$ cat src/rtl/fifo_param_if.sv
// Handshake/data bundle between a FIFO user (master) and fifo_param (slave).
// Widths follow the FIFO's DATA_WIDTH / ADDR_WIDTH.
interface fifo_param_if #(
    parameter int DATA_WIDTH = 8,
    parameter int ADDR_WIDTH = 4
);
    logic [DATA_WIDTH-1:0] Data_In;
    logic                  Write;
    logic                  Read;
    logic                  Clear_Err;
    logic [DATA_WIDTH-1:0] Data_Out;
    logic                  Data_Valid;
    logic [3:0]            Fifo_Status;
    logic [ADDR_WIDTH:0]   Count;
    logic                  Overflow;
    logic                  Underflow;

    modport master (
        output Data_In, Write, Read, Clear_Err,
        input  Data_Out, Data_Valid, Fifo_Status, Count, Overflow, Underflow
    );

    modport slave (
        input  Data_In, Write, Read, Clear_Err,
        output Data_Out, Data_Valid, Fifo_Status, Count, Overflow, Underflow
    );
endinterface

$ cat src/rtl/fifo_param.sv
// Parametrised falling-edge synchronous FIFO with full 2^ADDR_WIDTH usage,
// threshold status, sticky error flags and optional first-word fall-through.
module fifo_param #(
    parameter int DATA_WIDTH   = 8,
    parameter int ADDR_WIDTH   = 4,
    parameter int AFULL_LEVEL  = (2**ADDR_WIDTH) - 2,
    parameter int AEMPTY_LEVEL = 2,
    parameter int FWFT         = 0
) (
    input  logic          Clk,
    input  logic          Reset,
    fifo_param_if.slave   bus
);
    localparam int DEPTH = 2**ADDR_WIDTH;
    localparam logic [ADDR_WIDTH:0] DEPTH_CNT = (ADDR_WIDTH+1)'(DEPTH);
    localparam logic [3:0] STATUS_RESET = 4'b1001;

    logic [DATA_WIDTH-1:0] mem [DEPTH];

    logic [ADDR_WIDTH:0] wr_ptr_reg, wr_ptr_next;
    logic [ADDR_WIDTH:0] rd_ptr_reg, rd_ptr_next;
    logic [ADDR_WIDTH:0] count, count_next;
    logic [3:0]          status_reg, status_next;
    logic                ovf_reg, ovf_next;
    logic                unf_reg, unf_next;
    logic                rd_acc, wr_acc;

    // Extra pointer MSB separates full from empty; difference is the occupancy.
    always_comb begin
        count  = wr_ptr_reg - rd_ptr_reg;
        rd_acc = bus.Read && (count != '0);
        wr_acc = bus.Write && ((count != DEPTH_CNT) || rd_acc);

        wr_ptr_next = wr_ptr_reg;
        rd_ptr_next = rd_ptr_reg;
        if (wr_acc) wr_ptr_next = wr_ptr_reg + 1'b1;
        if (rd_acc) rd_ptr_next = rd_ptr_reg + 1'b1;
        count_next = wr_ptr_next - rd_ptr_next;

        status_next    = '0;
        status_next[0] = (count_next == '0);
        status_next[1] = (count_next == DEPTH_CNT);
        status_next[2] = (int'(count_next) >= AFULL_LEVEL);
        status_next[3] = (int'(count_next) <= AEMPTY_LEVEL);

        // Clear first, then a rejection in the same cycle re-sets the flag.
        ovf_next = (ovf_reg && !bus.Clear_Err) || (bus.Write && !wr_acc);
        unf_next = (unf_reg && !bus.Clear_Err) || (bus.Read && !rd_acc);
    end

    always_ff @(negedge Clk or negedge Reset) begin
        if (!Reset) begin
            wr_ptr_reg <= '0;
            rd_ptr_reg <= '0;
            status_reg <= STATUS_RESET;
            ovf_reg    <= 1'b0;
            unf_reg    <= 1'b0;
        end else begin
            wr_ptr_reg <= wr_ptr_next;
            rd_ptr_reg <= rd_ptr_next;
            status_reg <= status_next;
            ovf_reg    <= ovf_next;
            unf_reg    <= unf_next;
        end
    end

    // Storage is never reset; stale words are unreachable once pointers clear.
    always_ff @(negedge Clk) begin
        if (wr_acc) mem[wr_ptr_reg[ADDR_WIDTH-1:0]] <= bus.Data_In;
    end

    assign bus.Count       = count;
    assign bus.Fifo_Status = status_reg;
    assign bus.Overflow    = ovf_reg;
    assign bus.Underflow   = unf_reg;

    generate
        if (FWFT != 0) begin : g_fwft
            assign bus.Data_Valid = (count != '0);
            assign bus.Data_Out   = (count != '0) ? mem[rd_ptr_reg[ADDR_WIDTH-1:0]] : '0;
        end else begin : g_registered
            logic [DATA_WIDTH-1:0] data_out_reg;
            logic                  data_valid_reg;

            always_ff @(negedge Clk or negedge Reset) begin
                if (!Reset) begin
                    data_out_reg   <= '0;
                    data_valid_reg <= 1'b0;
                end else begin
                    data_valid_reg <= rd_acc;
                    if (rd_acc) data_out_reg <= mem[rd_ptr_reg[ADDR_WIDTH-1:0]];
                end
            end

            assign bus.Data_Out   = data_out_reg;
            assign bus.Data_Valid = data_valid_reg;
        end
    endgenerate
endmodule
$ cat src/flat_wrapper.sv
// flat-port wrapper written by rule: the top's interface ports become plain ports
module fifo_param_flat 
#(
    parameter int DATA_WIDTH   = 8,
    parameter int ADDR_WIDTH   = 4,
    parameter int AFULL_LEVEL  = (2**ADDR_WIDTH) - 2,
    parameter int AEMPTY_LEVEL = 2,
    parameter int FWFT         = 0
)
  (Clk, Reset, bus_Data_In, bus_Write, bus_Read, bus_Clear_Err, bus_Data_Out, bus_Data_Valid, bus_Fifo_Status, bus_Count, bus_Overflow, bus_Underflow);
  fifo_param_if #(.DATA_WIDTH(DATA_WIDTH), .ADDR_WIDTH(ADDR_WIDTH)) bus_i ();
  input  logic Clk;
  input  logic Reset;
  input wire logic [$bits(bus_i.Data_In)-1:0] bus_Data_In;
  input wire logic [$bits(bus_i.Write)-1:0] bus_Write;
  input wire logic [$bits(bus_i.Read)-1:0] bus_Read;
  input wire logic [$bits(bus_i.Clear_Err)-1:0] bus_Clear_Err;
  output wire logic [$bits(bus_i.Data_Out)-1:0] bus_Data_Out;
  output wire logic [$bits(bus_i.Data_Valid)-1:0] bus_Data_Valid;
  output wire logic [$bits(bus_i.Fifo_Status)-1:0] bus_Fifo_Status;
  output wire logic [$bits(bus_i.Count)-1:0] bus_Count;
  output wire logic [$bits(bus_i.Overflow)-1:0] bus_Overflow;
  output wire logic [$bits(bus_i.Underflow)-1:0] bus_Underflow;
  assign bus_i.Data_In = bus_Data_In;
  assign bus_i.Write = bus_Write;
  assign bus_i.Read = bus_Read;
  assign bus_i.Clear_Err = bus_Clear_Err;
  assign bus_Data_Out = bus_i.Data_Out;
  assign bus_Data_Valid = bus_i.Data_Valid;
  assign bus_Fifo_Status = bus_i.Fifo_Status;
  assign bus_Count = bus_i.Count;
  assign bus_Overflow = bus_i.Overflow;
  assign bus_Underflow = bus_i.Underflow;
  fifo_param #(.DATA_WIDTH(DATA_WIDTH), .ADDR_WIDTH(ADDR_WIDTH), .AFULL_LEVEL(AFULL_LEVEL), .AEMPTY_LEVEL(AEMPTY_LEVEL), .FWFT(FWFT)) u_core (.Clk(Clk), .Reset(Reset), .bus(bus_i));
endmodule
$ cat config.mk
export PLATFORM = sky130hd
export DESIGN_NAME = fifo_param_flat
export DESIGN_NICKNAME = d
export VERILOG_FILES = /design/src/rtl/fifo_param_if.sv /design/src/rtl/fifo_param.sv /design/src/flat_wrapper.sv
export SDC_FILE = /design/constraint.sdc
export NUM_CORES = 1
export LEC_CHECK = 0
export CORE_ASPECT_RATIO = 0.9
export CORE_MARGIN = 1
export CORE_UTILIZATION = 30
export DETAILED_ROUTE_END_ITERATION = 10
export GPL_TIMING_DRIVEN = 0
export HOLD_SLACK_MARGIN = 0.05
export SYNTH_ARGS = -nofsm -noshare
export SYNTH_HDL_FRONTEND = slang
export SYNTH_SLANG_ARGS = --single-unit
$ cat constraint.sdc
create_clock -name Clk -period 9.5 [get_ports Clk]
set_input_delay 1.9 -clock Clk [delete_from_list [all_inputs] [get_ports Clk]]
set_output_delay 1.9 -clock Clk [all_outputs]
set_load 0.01 [all_outputs]
### Yosys cells after proc, flatten, opt, wreduce, memory -nomap -nowiden

Memories as Yosys holds them, arrays and structs flattened. A register that Yosys moved wholly into a read port is not among the register bits.
Cells that the tools add are included.

| word-level totals | value |
|---|---|
| bits in registers | 17 |
| RAM bits | 128 |
| bits of input ports | 13 |
| logic and storage cells | 34 |
| memories | 1 |

| cells by class | value |
|---|---|
| $add $sub $neg | 4 |
| $lt $le $gt $ge | 2 |
| eq/ne operators | 2 |
| muxes and demuxes | 4 |
| reductions and logical operators | 15 |

Memories:

| name | depth | bits a word | rd ports | clocked after memory_dff | wr ports | RTL line | RTL |
|---|---|---|---|---|---|---|---|
| u_core.mem | 16 | 8 | 1 | 1 | 1 | fifo_param.sv:18 | `logic [DATA_WIDTH-1:0] mem [DEPTH];` |

Operator list:

| operator | number |
|---|---|
| adder 5 x 1 -> 5 bit, second input constant | 2 |
| 2-to-1 mux 5 bit | 2 |
| subtractor 5 bit | 2 |
| logical AND 1 bit | 6 |
| equality test 5 bit, second input constant | 1 |
| >= comparator 5 x 4 -> 1 bit, second input constant | 1 |
| less-or-equal comparator 5 x 2 -> 1 bit, second input constant | 1 |
| zero test 5 bit | 1 |
| != test 5 bit, second input constant | 1 |
| nonzero test 5 bit | 1 |
| zero test 1 bit | 4 |
| logical OR 1 bit | 3 |
| 2-to-1 mux 1 bit | 2 |

### Logic depth before layout (Yosys ltp)

Gate-level depths: netlist of the first run.

| logic depth | value |
|---|---|
| depth in word-level cells | 8 |
| gate-level depth with buffers | 19 |
| depth with buffers taken out | 18 |

==> flow_summary.json, run 1 <==
{
  "outcome": "completed",
  "grt_pass1_wl_um": 21270,
  "area_delta_synth_final_pct": 28.18,
  "antenna_found_initial": 0,
  "synth.avg_cell_area_um2": 18.20,
  "largest_register_ffs": 128,
  "numCtsBuffers": 17,
  "stdcell_count": 840,
  "ys_async_sr_fraction_pct": 16.34,
  "final_antenna_net_count": 0,
  "cp_data_arrival_time_ns": 7.47,
  "power.total_w": 0.002903,
  "seq_area_frac_synth_pct": 69.22,
  "clock_sinks": 153,
  "fin_setup_tns_ns": 0,
  "htree_levels": 4,
  "port_buffers": 32,
  "syn_area_um2": 6460,
  "grt_pass1_vias": 4173,
  "clk_pin_slew_ns": 0.05,
  "clockBufferDepth": 2,
  "synth_edf_count": 128,
  "relSlewSlack_pct": 22.42,
  "clkLatencyLatePin_ns": 0.46,
  "viasPerCell": 4.604,
  "path_max_fanout": 10,
  "tritoncts": "done",
  "drc": 0,
  "grt_max_degree": 26,
  "antenna_cells": 0,
  "yosys.area_share.simple_pct": 5.869,
  "drt_iter0_drc": 275,
  "cp.required_ns": 7.60,
  "power-per-cell-area_nw_per_um2": 350.6,
  "cp-start-kind": "flip-flop",
  "reg2reg_slack_ns": 5.08,
  "root_buffer": "clkbuf_16",
  "synth_xor_area_share_pct": 2.983,
  "synth.distinct_cells": 46,
  "grt.total_usage_pct": 13.25,
  "routedWlPerCell_um": 16.05,
  "crit_type": "flip-flop to output pin",
  "synth_cells": 355,
  "synth_top_family_by_area": "multiplexers",
  "dieHeight_um": 141.2,
  "synthFlopType": "edfxtp_1",
  "synthMuxAreaShare_pct": 14.27,
  "drt-total-wl_um": 13490,
  "rows": 50,
  "drt_first_pass_iters": 5,
  "synth_fa_ha_area_share_pct": 3.138,
  "die_w_um": 156.7,
  "synth_compound_gate_area_share_pct": 2.712,
  "dieArea_um2": 22120,
  "gr-total-overflow": 0,
  "hold_class": "flip-flop to flip-flop",
  "rsz0062_at_grt": "false",
  "final.fill_count": 1921,
  "routed-via-count": 3867,
  "p_leak_nw": 3.380,
  "gp_congestion": 0.7761,
  "finalClockSkew_ns": 0.06922,
  "start_util_pct": 30.82,
  "syn_nets": 383,
  "tightest_slew_ns": 1.160,
  "core_um2": 20960,
  "dp_cells": 677,
  "final_hold_viol_count": 0,
  "cts.hold.buffers_added": 0,
  "yosys_warnings": 0,
  "peakVddDrop_uv": 122.8,
  "setup_violations": 0,
  "drv_slew": 0,
  "ys_ff_latch": 153,
  "drive_above_1_share_pct": 17.51,
  "hpwlAfterDp_um": 9024,
  "pin_count": 33,
  "utilization_pct": 39.51,
  "cp-end-kind": "output pin",
  "cap_violations": 0,
  "layout.nets": 569
}
## synthesized netlist by cell type (2+ instances only)
library cell	instances	area [um2]
nand2_1	29	108.9
xor2_1	6	52.55
and4_1	3	26.28
buf_1	4	15.01
fa_1	2	40.04
and3_1	10	62.56
nand2b_1	3	18.77
a21oi_1	4	20.02
clkbuf_1	9	33.78
dfstp_2	2	52.55
nor3_1	3	15.01
inv_1	16	60.06
mux4_2	40	900.9
ha_1	13	162.7
o21ai_0	4	20.02
edfxtp_1	128	3844
xnor2_1	11	96.34
nor4b_1	5	43.79
inv_2	2	7.510
dfrtn_1	23	575.6
nor2_1	8	30.03
nand3_1	5	25.02
nor3b_1	2	15.01
## where the power goes
part	switching [W]	internal [W]	total, W	leakage (nW)
combinational	0.000620	0.000539	0.00116	0.951
clock	0.000420	0.000423	0.000843	0.972
sequential	0.0000547	0.000846	0.000900	1.46
total	0.00109	0.00181	0.00290	3.38
## what timing repair did
item / in CTS / in global routing
buffers inserted: 1 / 2
setup endpoints to repair: 6 / 6
gates resized for setup: 5 / 4
## stage by stage
step	hold slack, ns	instance area [um2]	worst slack (ns)
final	0.4220	8280	0.1290
after global routing	0.4491	8280	0.01882
after CTS	0.4289	8258	0.04194
after detailed placement	0.4279	7193	-0.6453
after global placement	0.4350	7138	-0.5467
after floorplan	0.4744	6460	0.5171
## cell families (layout without fill, tap and decap cells)
family / Yosys count / in the layout
compound gates: 22 / 22
flops: 153 / 153
fa+ha+maj: 15 / 15
xor+xnor: 19 / 19
mux: 42 / 42
buf+inv: 31 / 230
simple gates: 73 / 73
## critical path, cell delays in order, from the launching register on
cell             delay, ns
dfrtn_1               0.51
clkbuf_2              0.25
buf_4                 0.25
inv_1                 0.11
ha_1                  0.29
nand3b_1              0.07
nand2_1               0.14
xor2_1                0.15
clkdlybuf4s50_1       0.54
## worst paths after layout
kind                                        startpoint                   endpoint  depth (start not counted)
worst max-delay path              u_core.rd_ptr_reg[1]               bus_Count[3]                          8
worst min-delay path            u_core.bus.Data_Out[1]     u_core.bus.Data_Out[1]                          2
worst max register to register    u_core.rd_ptr_reg[1]  u_core.bus.Fifo_Status[3]                         18
worst min register to register  u_core.bus.Data_Out[1]     u_core.bus.Data_Out[1]                          2
max in group asynchronous                        Reset     u_core.bus.Data_Out[6]                          1
min in group asynchronous                        Reset     u_core.bus.Data_Out[5]                          1
## metal layers
metal	up-vias	part of all wire [%]	GRT usage [%]
li1	1778	-	-
met1	1973	45	16.25
met2	99	49	20.72
met3	17	5.2	4.580
met4	0	1.3	6.811
met5	-	0	0
## placed cells by master, fill, tap and decap left out, types with 2 or more instances in the layout
cell / synthesis / routed
a21oi_1: 4 / 3
a21oi_2: 1 / 2
and3_1: 10 / 10
and4_1: 3 / 3
buf_1: 4 / 3
buf_4: 0 / 8
clkbuf_1: 9 / 5
clkbuf_16: 0 / 17
clkbuf_2: 0 / 2
clkdlybuf4s50_1: 0 / 32
clkinv_4: 0 / 2
clkinv_8: 0 / 3
clkinvlp_2: 0 / 2
dfrtn_1: 23 / 23
dfstp_2: 2 / 2
edfxtp_1: 128 / 128
fa_1: 2 / 2
ha_1: 13 / 13
inv_1: 16 / 145
inv_2: 2 / 2
inv_4: 0 / 2
inv_6: 0 / 3
mux4_2: 40 / 40
nand2_1: 29 / 29
nand2b_1: 3 / 3
nand3_1: 5 / 5
nor2_1: 8 / 8
nor3_1: 3 / 3
nor3b_1: 2 / 2
nor4b_2: 0 / 4
o21ai_0: 4 / 3
xnor2_1: 11 / 11
xor2_1: 6 / 6
## cell type report
class | instances | area (um2) | area share (%)
Clock inverter | 144 | 618.1 | 7.464
Timing Repair Buffer | 39 | 372.9 | 4.503
Clock buffer | 18 | 439.2 | 5.304
Buffer | 12 | 52.55 | 0.6346
Multi-Input combinational cell | 171 | 1901 | 22.95
Sequential cell | 153 | 4472 | 54.00
Inverter | 17 | 67.56 | 0.8160
Tap cell | 286 | 357.8 | 4.322
(Power assumes the default switching activity.)
==> inputs of run 2 (changes only) <==
SLEW_MARGIN = 15   (was default)
==> run 2 against run 1 <==
Net effect:
- register-to-register slack got worse by 0.07 ns
- sequential cell count unchanged
- largest power group unchanged
- power is 1.1% higher
- utilization is 0.078 points higher
- count of clock-buffer cells in the layout unchanged
==> flow_summary.json, run 2 (synthesis gave the netlist of run 1 again) <==
{
  "final.fill_count": 1918,
  "dieHeight_um": 141.2,
  "relSlewSlack_pct": 35.81,
  "area_delta_synth_final_pct": 28.43,
  "regArea_um2": 4472,
  "drc": 0,
  "clockBufferDepth": 2,
  "postPlaceCellArea_um2": 7183,
  "power-per-cell-area_nw_per_um2": 353.7,
  "drt_first_pass_iters": 5,
  "min_to": "u_core.bus.Data_Out[5]",
  "gr-total-overflow": 0,
  "peakVddDrop_uv": 126.7,
  "clock_sinks": 153,
  "path_max_fanout": 5,
  "routedWlPerCell_um": 16.38,
  "hp-start": "u_core.bus.Data_Out[5]",
  "start_util_pct": 30.82,
  "multiInputGateArea_um2": 1901,
  "htree_levels": 4,
  "cts.hold.buffers_added": 0,
  "antenna_found_initial": 0,
  "hpwlAfterDp_um": 9047,
  "setup_violations": 0,
  "gp_congestion": 0.7761,
  "layout_commonest_cell": "inv_1",
  "grt_pass1_vias": 4202,
  "tritoncts": "done",
  "dieArea_um2": 22120,
  "antenna_cells": 0,
  "core_um2": 20960,
  "rsz0062_at_grt": "false",
  "port_buffers": 32,
  "drive_above_1_share_pct": 18.02,
  "clk_pin_slew_ns": 0.05,
  "layout.nets": 571,
  "grt.total_usage_pct": 13.31,
  "clkLatencyLatePin_ns": 0.46,
  "hold_depth": 2,
  "drt-total-wl_um": 13780,
  "worstReg2RegStart": "u_core.wr_ptr_reg[0]",
  "r2r_cells": 17,
  "rows": 50,
  "root_buffer": "clkbuf_16",
  "pin_count": 33,
  "viasPerCell": 4.600,
  "final_antenna_net_count": 0,
  "grt_max_degree": 26,
  "cp_data_arrival_time_ns": 7.51,
  "tightest_slew_ns": 0.9628,
  "hold_class": "flip-flop to flip-flop",
  "reg2reg_slack_ns": 5.01,
  "cap_violations": 0,
  "die_w_um": 156.7,
  "cp-start-kind": "flip-flop",
  "mostFrequentLayoutCells": "inv_1 (144), edfxtp_1 (128), mux4_2 (40), clkdlybuf4s50_1 (31), nand2_1 (29)",
  "largest_register_ffs": 128,
  "cp-end-kind": "output pin",
  "p_leak_nw": 3.398,
  "numCtsBuffers": 17,
  "drt_iter0_drc": 240,
  "regToRegEndpoint": "u_core.bus.Fifo_Status[3]",
  "finalClockSkew_ns": 0.06278,
  "outcome": "completed",
  "drv_slew": 0,
  "routed-via-count": 3869,
  "crit_type": "flip-flop to output pin",
  "hold_slack_ns": 0.4232,
  "design_area_um2": 8297,
  "cp.required_ns": 7.60,
  "grt_pass1_wl_um": 21240,
  "power.total_w": 0.002935,
  "final_hold_viol_count": 0
}
-- run 2: cell types whose count changed in the layout (fill, tap and decap cells not counted), sizes merged --
| cell | change |
|---|---|
| clkinv | -1 |
| clkinvlp | -1 |
| clkbuf | -1 |
| bufinv | +1 |
| buf | +4 |
| clkdlybuf4s50 | -1 |
-- run 2: worst max path at each step --
stage	from	end	slack, ns	cells after the start
2_1_floorplan	bus_Read	u_core.bus.Fifo_Status[3]	0.52	12
3_3_place_gp	bus_Read	u_core.bus.Fifo_Status[3]	-0.55	13
3_5_place_dp	bus_Read	u_core.bus.Fifo_Status[3]	-0.66	13
4_1_cts	bus_Read	u_core.bus.Fifo_Status[3]	0.04	13
5_1_grt	u_core.wr_ptr_reg[0]	bus_Count[4]	0.002	8
6_report	u_core.wr_ptr_reg[0]	bus_Count[4]	0.09	8
-- run 2: cell type report --
cell class | instances | share of cell area [%]
Buffer | 12 | 0.6334
Clock buffer | 18 | 5.293
Clock inverter | 143 | 7.646
Inverter | 17 | 0.8144
Multi-Input combinational cell | 171 | 22.91
Sequential cell | 153 | 53.90
Tap cell | 286 | 4.313
Timing Repair Buffer | 41 | 4.494
-- run 2: what timing repair did --
item,in CTS,in global routing
cloned,0,0
buffers inserted,1,4
setup endpoints to repair,6,6
resized for setup,5,5
-- run 2: metal layers --
| metal | routed length [um] | vias up | GRT usage, % |
|---|---|---|---|
| met1 | 6039 | 1967 | 16.29 |
| met5 | 0 | - | 0 |
| met4 | 146 | 0 | 6.914 |
| met3 | 694 | 12 | 4.396 |
| li1 | - | 1782 | - |
| met2 | 6897 | 108 | 20.96 |
-- run 2: worst max-delay path: stages (launching register included) --
cell and delay (ns):
dfrtn_1 0.52, inv_1 0.11, ha_1 0.21, fa_1 0.40, nand2b_1 0.17, a21oi_2 0.17
xor2_2 0.11, inv_2 0.11, clkdlybuf4s50_1 0.56
-- run 2: per-stage QoR --
step           cells  TNS (ns)  worst slack, ns  util (%)
2_1_floorplan    355         0           0.5171         -
3_5_place_dp     677    -2.352          -0.6625     34.27
5_1_grt          841         0         0.001918     39.59
6_report         841         0          0.08963     39.59
4_1_cts          837         0          0.03551     39.43
3_3_place_gp     673    -2.111          -0.5467     34.06
-- run 2: where the power goes --
| part | internal [W] | switching, W | total [W] |
|---|---|---|---|
| Combinational | 0.000542 | 0.000620 | 0.00116 |
| Sequential | 0.000846 | 0.0000579 | 0.000903 |
| Clock | 0.000449 | 0.000420 | 0.000869 |
